[config.mk]
export PLATFORM = sky130hd
export DESIGN_NAME = serial_nibble_receiver
export DESIGN_NICKNAME = d
export VERILOG_FILES = /design/src/rtl/serial_nibble_receiver.sv
export SDC_FILE = /design/constraint.sdc
export NUM_CORES = 1
export LEC_CHECK = 0
export CAP_MARGIN = 10
export CELL_PAD_IN_SITES_DETAIL_PLACEMENT = 1
export CELL_PAD_IN_SITES_GLOBAL_PLACEMENT = 2
export CORE_ASPECT_RATIO = 0.75
export CORE_MARGIN = 3
export CORE_UTILIZATION = 31
export DETAILED_ROUTE_END_ITERATION = 10
export GPL_TIMING_DRIVEN = 0
export PLACE_DENSITY_LB_ADDON = 0.1
export SYNTH_ARGS = -nofsm -noshare
export SYNTH_HDL_FRONTEND = slang
export SYNTH_SLANG_ARGS = --single-unit
[constraint.sdc]
create_clock -name clk -period 1.5 [get_ports clk]
set_input_delay 0.15 -clock clk [delete_from_list [all_inputs] [get_ports clk]]
set_output_delay 0.15 -clock clk [all_outputs]
set_load 0.02 [all_outputs]
[src/rtl/serial_nibble_receiver.sv]
// Serial frame receiver: start bit, WIDTH data bits, optional even parity, stop bit (0).
// Recovered word is presented in parallel with one-cycle valid/error strobes.
module serial_nibble_receiver #(
  parameter int WIDTH     = 4,
  parameter bit PARITY_EN = 1'b1,
  parameter bit MSB_FIRST = 1'b1
) (
  input  logic             clk,
  input  logic             rst,
  input  logic             enable,
  input  logic             serial_in,
  output logic [WIDTH-1:0] data_out,
  output logic             data_valid,
  output logic             parity_err,
  output logic             framing_err,
  output logic             busy
);

  localparam int CNT_W = (WIDTH > 2) ? $clog2(WIDTH) : 1;
  localparam logic [CNT_W-1:0] CNT_LAST = CNT_W'(WIDTH - 1);

  typedef enum logic [1:0] {IDLE, DATA, PARITY, STOP} state_t;

  state_t           state, state_nxt;
  logic [CNT_W-1:0] cnt;
  logic [WIDTH-1:0] shreg;
  logic             par_acc;

  function automatic logic [WIDTH-1:0] shift_in(input logic [WIDTH-1:0] cur, input logic b);
    if (MSB_FIRST) return {cur[WIDTH-2:0], b};
    else           return {b, cur[WIDTH-1:1]};
  endfunction

  always_ff @(posedge clk or negedge rst) begin
    if (!rst)        state <= IDLE;
    else if (enable) state <= state_nxt;
  end

  always_comb begin
    state_nxt = state;
    case (state)
      IDLE:    if (serial_in) state_nxt = DATA;
      DATA:    if (cnt == CNT_LAST) begin
                 if (PARITY_EN) state_nxt = PARITY;
                 else           state_nxt = STOP;
               end
      PARITY:  state_nxt = STOP;
      STOP:    state_nxt = IDLE;
      default: state_nxt = IDLE;
    endcase
  end

  // Datapath and strobes; strobes clear every edge regardless of enable
  always_ff @(posedge clk or negedge rst) begin
    if (!rst) begin
      cnt         <= '0;
      shreg       <= '0;
      par_acc     <= 1'b0;
      data_out    <= '0;
      data_valid  <= 1'b0;
      parity_err  <= 1'b0;
      framing_err <= 1'b0;
    end else begin
      data_valid  <= 1'b0;
      parity_err  <= 1'b0;
      framing_err <= 1'b0;
      if (enable) begin
        case (state)
          IDLE: begin
            if (serial_in) begin
              cnt     <= '0;
              par_acc <= 1'b0;
            end
          end
          DATA: begin
            shreg   <= shift_in(shreg, serial_in);
            par_acc <= par_acc ^ serial_in;
            cnt     <= cnt + CNT_W'(1);
          end
          PARITY: par_acc <= par_acc ^ serial_in;
          STOP: begin
            if (!serial_in) begin
              data_out   <= shreg;
              data_valid <= 1'b1;
              parity_err <= PARITY_EN & par_acc;
            end else begin
              framing_err <= 1'b1;
            end
          end
          default: ;
        endcase
      end
    end
  end

  assign busy = (state != IDLE);

endmodule
======== After elaboration in Yosys (flattened, before gate mapping) ========
Cells that the tools add are included.
cells by class
  reductions and logical operators ........ 10
  add/subtract/negate cells ............... 1
  multiplexer cells ....................... 15
  eq/ne operators ......................... 6
  bitwise gates (word level) .............. 2
operators with widths
  operator                                        number
  two-way mux 1 bit                               9
  AND reduction 3 bit                             3
  case mux 2 bit (4 select lines)                 1
  == test 2 bit (second input constant)           3
  two-way mux 2 bit                               3
  nonzero test 2 bit                              3
  inequality test 2 bit (second input constant)   2
  case mux 2 bit (2 select lines)                 1
  AND reduction 2 bit                             2
  adder 2 x 1 -> 2 bit (second input constant)    1
  == test 2 x 1 -> 1 bit (second input constant)  1
  zero test 2 bit                                 1
  case mux 1 bit (2 select lines)                 1
  OR reduction 2 bit                              1
  NOT 1 bit                                       1
  XOR 1 bit                                       1
word-level totals
  register bits after elaboration ......... 16
  word-level logic and storage cells ...... 42

======== Depth between registers and ports, before layout ========
Gate-level depths: netlist (run 1).
  depth after elaboration ................. 4
  mapped depth ............................ 5

======== Worst setup path after synthesis (run 1) ========
OpenSTA, ideal clock, no wires.
  path kind ............................... register to register
  start point ............................. reg state[0]
  end point ............................... reg state[1]
  data arrival time ....................... 1425 ps
  cell stages (with the launch flop) ...... 6
  slack ................................... -50 ps
  buffers on the path ..................... 0
  cell sequence ........................... dfrtp_1 > inv_1 > ha_1 > inv_1 > o221ai_1 > mux2_2
on the way
  longest elaborated chain between the ends .. 3
RTL lines
  what                                                              RTL line  source
  start, declared                                                   24        state_t state, state_nxt;
  start signal, assigned                                            36        else if (enable) state <= state_nxt;
  == test 2 x 1 -> 1 bit / zero test 2 bit (equally long branches)  41        case (state)
  inequality test 2 bit (no source line)                            -
  AND reduction 3 bit (no source line)                              -
Several ways; a longest one is shown, not always the timed one.
A chain may end at the register's enable or synchronous reset.

======== Final worst setup path (run 1) ========
  start point ............................. reg state[0]
  end point ............................... reg cnt[0]
on the way
  longest elaborated chain between the ends .. 3
RTL lines
  what                                                                                 RTL line  source
  == test 2 x 1 -> 1 bit / zero test 2 bit (equally long branches)                     68        case (state)
  nonzero test 2 bit (no source line) / inequality test 2 bit (equally long branches)  -
  AND reduction 3 bit (no source line)                                                 -
  end signal, assigned                                                                 78        cnt <= cnt + CNT_W'(1);
  end, declared                                                                        25        logic [CNT_W-1:0] cnt;
Several ways; a longest one is shown, not always the timed one.

==> run_results.csv, run 1 <==
group,metric,value,unit
run_status,status,"finished, final reports clean",
timing,clock.fmax,671,MHz
critical_path,cp_slowest_cell,"dfrtp_1",
timing,hold_violations,0,
global_routing,grt_max_degree,17,
die,die-area,0.00309,sq mm
cts,clkSinkCount,16,
cts,clk_pin_slew,0.10,ns
synth,yosys.area.top_type,"dfrtp_1",
die,ios,12,
synth,synth_cell_types,13,
worst_hold_path,hold_class,"in2async",
critical_path,crit_arrival,1.67,ns
synth,yosysWarnings,0,
critical_path,crit_type,"reg2reg",
global_routing,grt_pass1_vias,526,
place,portBuffers,11,
synth,ys_top_cells_by_area,"dfrtp_1, ha_1, mux2_2",
critical_path,path_delay_family,"multiplexers",
die,die_w,63.2,um
layout,multi_input_area,367,sq um
timing,period_minus_slack,1.49,ns
cts,clkLatencyLatePin,0.29,ns
timing,tns,0,ns
cts,clockBufferDepth,2,
synth,ys_ff_latch,16,
critical_path,reg2reg_slack,0.009,ns
detailed_routing,wl_per_cell,12.9,um
timing,fin_crit_sh,0.994,
layout,area.sequential,400,sq um
timing,maxSlewViolCount,0,
global_routing,grtUsageTotal,0.113,
detailed_routing,ant_nets,0,
place,place_congestion,0.693,
critical_path,start_kind,"register",
critical_path,crit_top_cell,"mux2_4",
place,dpl.hpwl,1.08,mm
critical_path,critPathCaptureType,"register",
die,placementRows,14,
layout,final_area,0.00102,sq mm
die,die_y,48.9,um
detailed_routing,drt_iter0_drc,3,
timing,tightest_slew,0.717,ns
timing,finalSetupViolCount,0,
power,ir_drop,0.000728,V
synth,syn_inst,60,
timing,rsz0062_at_grt,"yes",
place,post_dp_cell_area,920,sq um
timing,skew,0.00280,ns
global_routing,grt_pass1_wl,2.62,mm
power,leakagePower,0.507,nW
cts,cts_buffers,3,
synth,synth_fp_nets,73,
detailed_routing,via_per_inst,4.35,
detailed_routing,drt-total-wl,1.46,mm
detailed_routing,drt_pass1_iterations,2,
critical_path,worstPathBufferInverterCount,1,
layout,nets,95,
critical_path,critPathRequiredTime,1.68,ns
global_routing,grt_antenna_before_repair,0,
synth,syn-cell-area,761,sq um
die,core,0.00215,sq mm
die,initial_core_util,0.353,
power,powerDensity,1940,mW/mm^2
global_routing,grt_overflow,0,
layout,fill_cells,241,
power,total_power,1.98,mW
cts,cts_tree,"done",
layout,syn2layout_area_growth,34.5,%
critical_path,cp_cell_sequence,"buf_6, ha_2, mux2_4, nand2_4, mux2_4",
timing,max_slew_margin,0.521,
cts,htreeDepth,1,
synth,synth_top_area_share,0.526,
synth,yosysSeqAreaShare,0.526,
synth,avgSynthCellArea,12.7,sq um
layout,drive_above_1_share,0.370,
layout,num_antenna_cells,0,
critical_path,cpPeakStageDelay,0.42,ns
cts,root_buffer,"clkbuf_4",
critical_path,crit_fanout,3,
detailed_routing,drc_errors,0,
run,cap_violations,0,
detailed_routing,via_count,492,
-- worst paths after layout --
kind | from | endpoint | cells after the start
setup / recovery | state[0] | cnt[0] | 5
hold / removal | rst | cnt[0] | 1
setup reg to reg | state[0] | cnt[0] | 5
hold reg to reg | data_out[3] | data_out[3] | 1
max in group asynchronous | rst | shreg[2] | 1
min in group clk | data_out[3] | data_out[3] | 1
-- kinds of logic after synthesis --
group,share of synthesized area
flops,0.526
mux,0.179
simple gates,0.0707
fa+ha+maj,0.148
buf+inv,0.0345
compound gates,0.0411
-- repair_timing --
| action | CTS | global route |
|---|---|---|
| hold buffers | 0 | 0 |
| endpoints found under the setup margin | 3 | 8 |
| setup buffers | 5 | 1 |
| gates cloned | 0 | 0 |
| gates resized for setup | 8 | 1 |
| pin swaps | 0 | 1 |
-- metrics by stage --
stage / hold WS, ns / worst slack (ns) / std cells / utilization
global route: 0.331 / -0.0296 / 113 / 0.475
detailed placement: 0.496 / -0.0978 / 103 / 0.427
finish: 0.285 / 0.00919 / 113 / 0.475
floorplan: -0.146 / 0.00742 / 60 / -
CTS: 0.320 / 0.00110 / 112 / 0.474
global placement: 0.488 / -0.0837 / 103 / 0.427
-- worst reg2reg max path, delay by kind of cell, from the launching register on --
family                     cells  cell delay [ns]
DFF                            1             0.42
muxes                          2             0.57
adders and majority gates      1             0.18
buffers and inverters          1             0.13
and+or+nand+nor                1             0.08
-- sequential cells by signal, summed over array words and instances, names as in the netlist --
name	flops
shreg	4
data_valid	1
cnt	2
par_acc	1
data_out	4
framing_err	1
parity_err	1
state	2
-- placed cells by master (no fill, tap or decap) --
cell	synthesis	layout
mux2_2	9	8
o221ai_2	0	1
clkbuf_8	0	1
nand3_1	1	1
and3_2	3	3
dfrtp_1	16	16
mux2i_1	2	2
ha_2	0	1
nor2_1	2	2
clkbuf_2	0	1
nand2_4	0	1
buf_4	0	5
inv_1	7	5
ha_4	0	1
mux2_4	1	2
ha_1	9	7
clkbuf_4	0	3
clkdlybuf4s50_1	0	10
nand2_1	5	4
o31ai_1	1	1
buf_6	0	1
inv_2	0	2
o21ai_0	3	3
-- final cells by class --
class	count	share of cell area
multi-input cells	37	0.358
flip-flops and latches	16	0.391
inverters	7	0.0257
well taps	32	0.0391
clock buffers	4	0.0355
repair buffers	17	0.150
-- cell usage after synthesis (all sizes together) --
master and count:
and3 3, dfrtp 16, ha 9, inv 7
mux2 10, mux2i 2, nand2 5, nand3 1
nor2 2, o21ai 3, o221ai 1, o31ai 1
-- routing by layer --
| layer | wire, um | track usage | up-vias |
|---|---|---|---|
| met1 | 730 | 0.140 | 237 |
| met4 | 16 | 0.0538 | 0 |
| met3 | 99 | 0.0530 | 2 |
| met2 | 613 | 0.165 | 11 |
| met5 | 0 | 0 | - |
| li1 | - | - | 242 |
-- power breakdown --
part           leakage (nW)  internal (mW)  switching, mW  total (mW)
logic                 0.281          0.534          0.462       0.995
clock network        0.0210          0.148          0.138       0.285
registers             0.205          0.597          0.104       0.701
total                 0.507           1.28          0.703        1.98
Power figures use the tool's default switching activity.
==> run 2: changes to the inputs <==
--- a/config.mk
+++ b/config.mk
@@ -8,7 +8,7 @@
 export CAP_MARGIN = 10
 export CELL_PAD_IN_SITES_DETAIL_PLACEMENT = 1
 export CELL_PAD_IN_SITES_GLOBAL_PLACEMENT = 2
-export CORE_ASPECT_RATIO = 0.75
+export CORE_ASPECT_RATIO = 1.5
 export CORE_MARGIN = 3
 export CORE_UTILIZATION = 31
 export DETAILED_ROUTE_END_ITERATION = 10
==> run_results.csv, run 2 (synthesis gave the netlist of run 1 again) <==
group,metric,value,unit
run_status,status,"finished, final reports clean",
global_routing,gr-usage-met1,0.120,
global_routing,met3_usage,0.0243,
critical_path,crit_type,"reg2reg",
global_routing,grtUsageTotal,0.108,
global_routing,grt_pass1_wl,2.37,mm
critical_path,critPathRequiredTime,1.68,ns
timing,fin_crit_sh,0.968,
critical_path,crit_fanout,4,
critical_path,crit_arrival,1.63,ns
cts,postCtsHoldBufs,0,
detailed_routing,ant_nets,0,
detailed_routing,drt_iter0_drc,2,
timing,maxSlewViolCount,0,
die,ios,12,
cts,clockBufferDepth,2,
detailed_routing,via_per_inst,4.97,
die,core,0.00229,sq mm
place,dpl.hpwl,1.04,mm
global_routing,grt_antenna_before_repair,0,
layout,final_common_cell,"dfrtp_1",
detailed_routing,drt-total-wl,1.36,mm
global_routing,grt_pass1_vias,556,
timing,rsz0062_at_grt,"yes",
worst_hold_path,hold_class,"in2async",
timing,tightest_slew,0.700,ns
timing,max_slew_margin,0.532,
layout,nets,95,
cts,cts_buffers,3,
layout,layout_common_cells,"dfrtp_1, clkdlybuf4s50_1, mux2_2, ha_1, buf_4",
die,placementRows,21,
global_routing,grt_max_degree,17,
cts,cts_tree,"done",
detailed_routing,via_count,517,
global_routing,grt_util_met2,0.178,
timing,period_minus_slack,1.45,ns
power,ir_drop,0.000781,V
critical_path,start_kind,"register",
cts,clkLatencyLatePin,0.28,ns
timing,clock.fmax,688,MHz
die,initial_core_util,0.333,
critical_path,critPathCaptureType,"register",
layout,num_antenna_cells,0,
cts,clkSinkCount,16,
timing,skew,0.00223,ns
timing,hold_ws,0.281,ns
place,post-place-cells,94,
power,leakagePower,0.507,nW
run,cap_violations,0,
critical_path,r2r-start,"state[1]",
cts,root_buffer,"clkbuf_4",
detailed_routing,drc_errors,0,
global_routing,grt_overflow,0,
timing,hold_violations,0,
power,powerDensity,1930,mW/mm^2
layout,final_cells,104,
timing,finalSetupViolCount,0,
layout,syn2layout_area_growth,33.1,%
die,die-area,0.00310,sq mm
place,portBuffers,11,
cts,clk_pin_slew,0.09,ns
die,die_w,46.4,um
detailed_routing,drt_pass1_iterations,2,
detailed_routing,wl_per_cell,13.1,um
critical_path,worstSetupStartpoint,"state[1]",
die,die_y,66.7,um
layout,largestRegisters,"data_out x4, shreg x4",
cts,htreeDepth,1,
global_routing,busiest_layer,"met2",
place,place_congestion,0.623,
layout,drive_above_1_share,0.383,
-- run 2: cell counts in the layout (fill, tap and decap cells not counted) --
No cell type changed its count.
-- run 2: what timing repair did --
item,CTS,global route
buffers inserted,5,1
pin swaps,0,2
resized for setup,6,3
endpoints found under the setup margin,3,5
-- run 2: per-stage QoR --
step / total power, mW / instance area (sq um) / setup WS, ns / setup TNS (ns) / utilization
floorplan: 1.24 / 769 / 0.00742 / 0 / -
global placement: 1.50 / 908 / -0.0875 / -0.249 / 0.397
detailed placement: 1.53 / 908 / -0.0988 / -0.282 / 0.397
CTS: 1.96 / 1000 / 0.00121 / 0 / 0.438
global route: 2.13 / 1010 / -0.00914 / -0.0106 / 0.443
finish: 1.95 / 1010 / 0.0474 / 0 / 0.443
-- run 2: report_power, final --
| part | total, mW | internal, mW | switching, mW | leakage [nW] |
|---|---|---|---|---|
| Clock | 0.281 | 0.148 | 0.133 | 0.0210 |
| Combinational | 0.968 | 0.523 | 0.446 | 0.282 |
| Sequential | 0.701 | 0.600 | 0.101 | 0.204 |
-- run 2: path summary, 6_finish.rpt --
path / endpoint / slack (ns) / cells past startpoint
worst min-delay path: shreg[3] / 0.28 / 1
worst max register to register: cnt[0] / 0.05 / 5
worst min register to register: data_out[0] / 0.51 / 1
min in group clk: data_out[0] / 0.51 / 1
worst max-delay path: cnt[0] / 0.05 / 5
max in group asynchronous: state[0] / 0.74 / 1
-- run 2: worst max-delay path: stages, from the launching register on --
cell and delay [ns]:
dfrtp_1 0.41, inv_2 0.11, ha_4 0.15, mux2_4 0.31
nand2_4 0.08, mux2_4 0.29
-- run 2: layout make-up --
cell class	count	area [sq um]
Multi-Input combinational cell	37	369
Timing Repair Buffer	17	150
Sequential cell	16	402
Tap cell	23	28.8
Fill cell	262	1270
Inverter	7	26.3
Clock buffer	4	36.3
-- run 2: metal layers --
layer	part of all wire	up-vias
met4	0.026	0
met5	0	-
li1	-	246
met2	0.54	14
met1	0.39	252
met3	0.043	5
==> run 3: changes to the inputs <==
--- a/config.mk
+++ b/config.mk
@@ -14,6 +14,7 @@
 export DETAILED_ROUTE_END_ITERATION = 10
 export GPL_TIMING_DRIVEN = 0
 export PLACE_DENSITY_LB_ADDON = 0.1
+export SKIP_LAST_GASP = 1
 export SYNTH_ARGS = -nofsm -noshare
 export SYNTH_HDL_FRONTEND = slang
 export SYNTH_SLANG_ARGS = --single-unit
==> results of run 3 <==
Same layout as run 2: the final DEF is identical, and so are final timing and power.
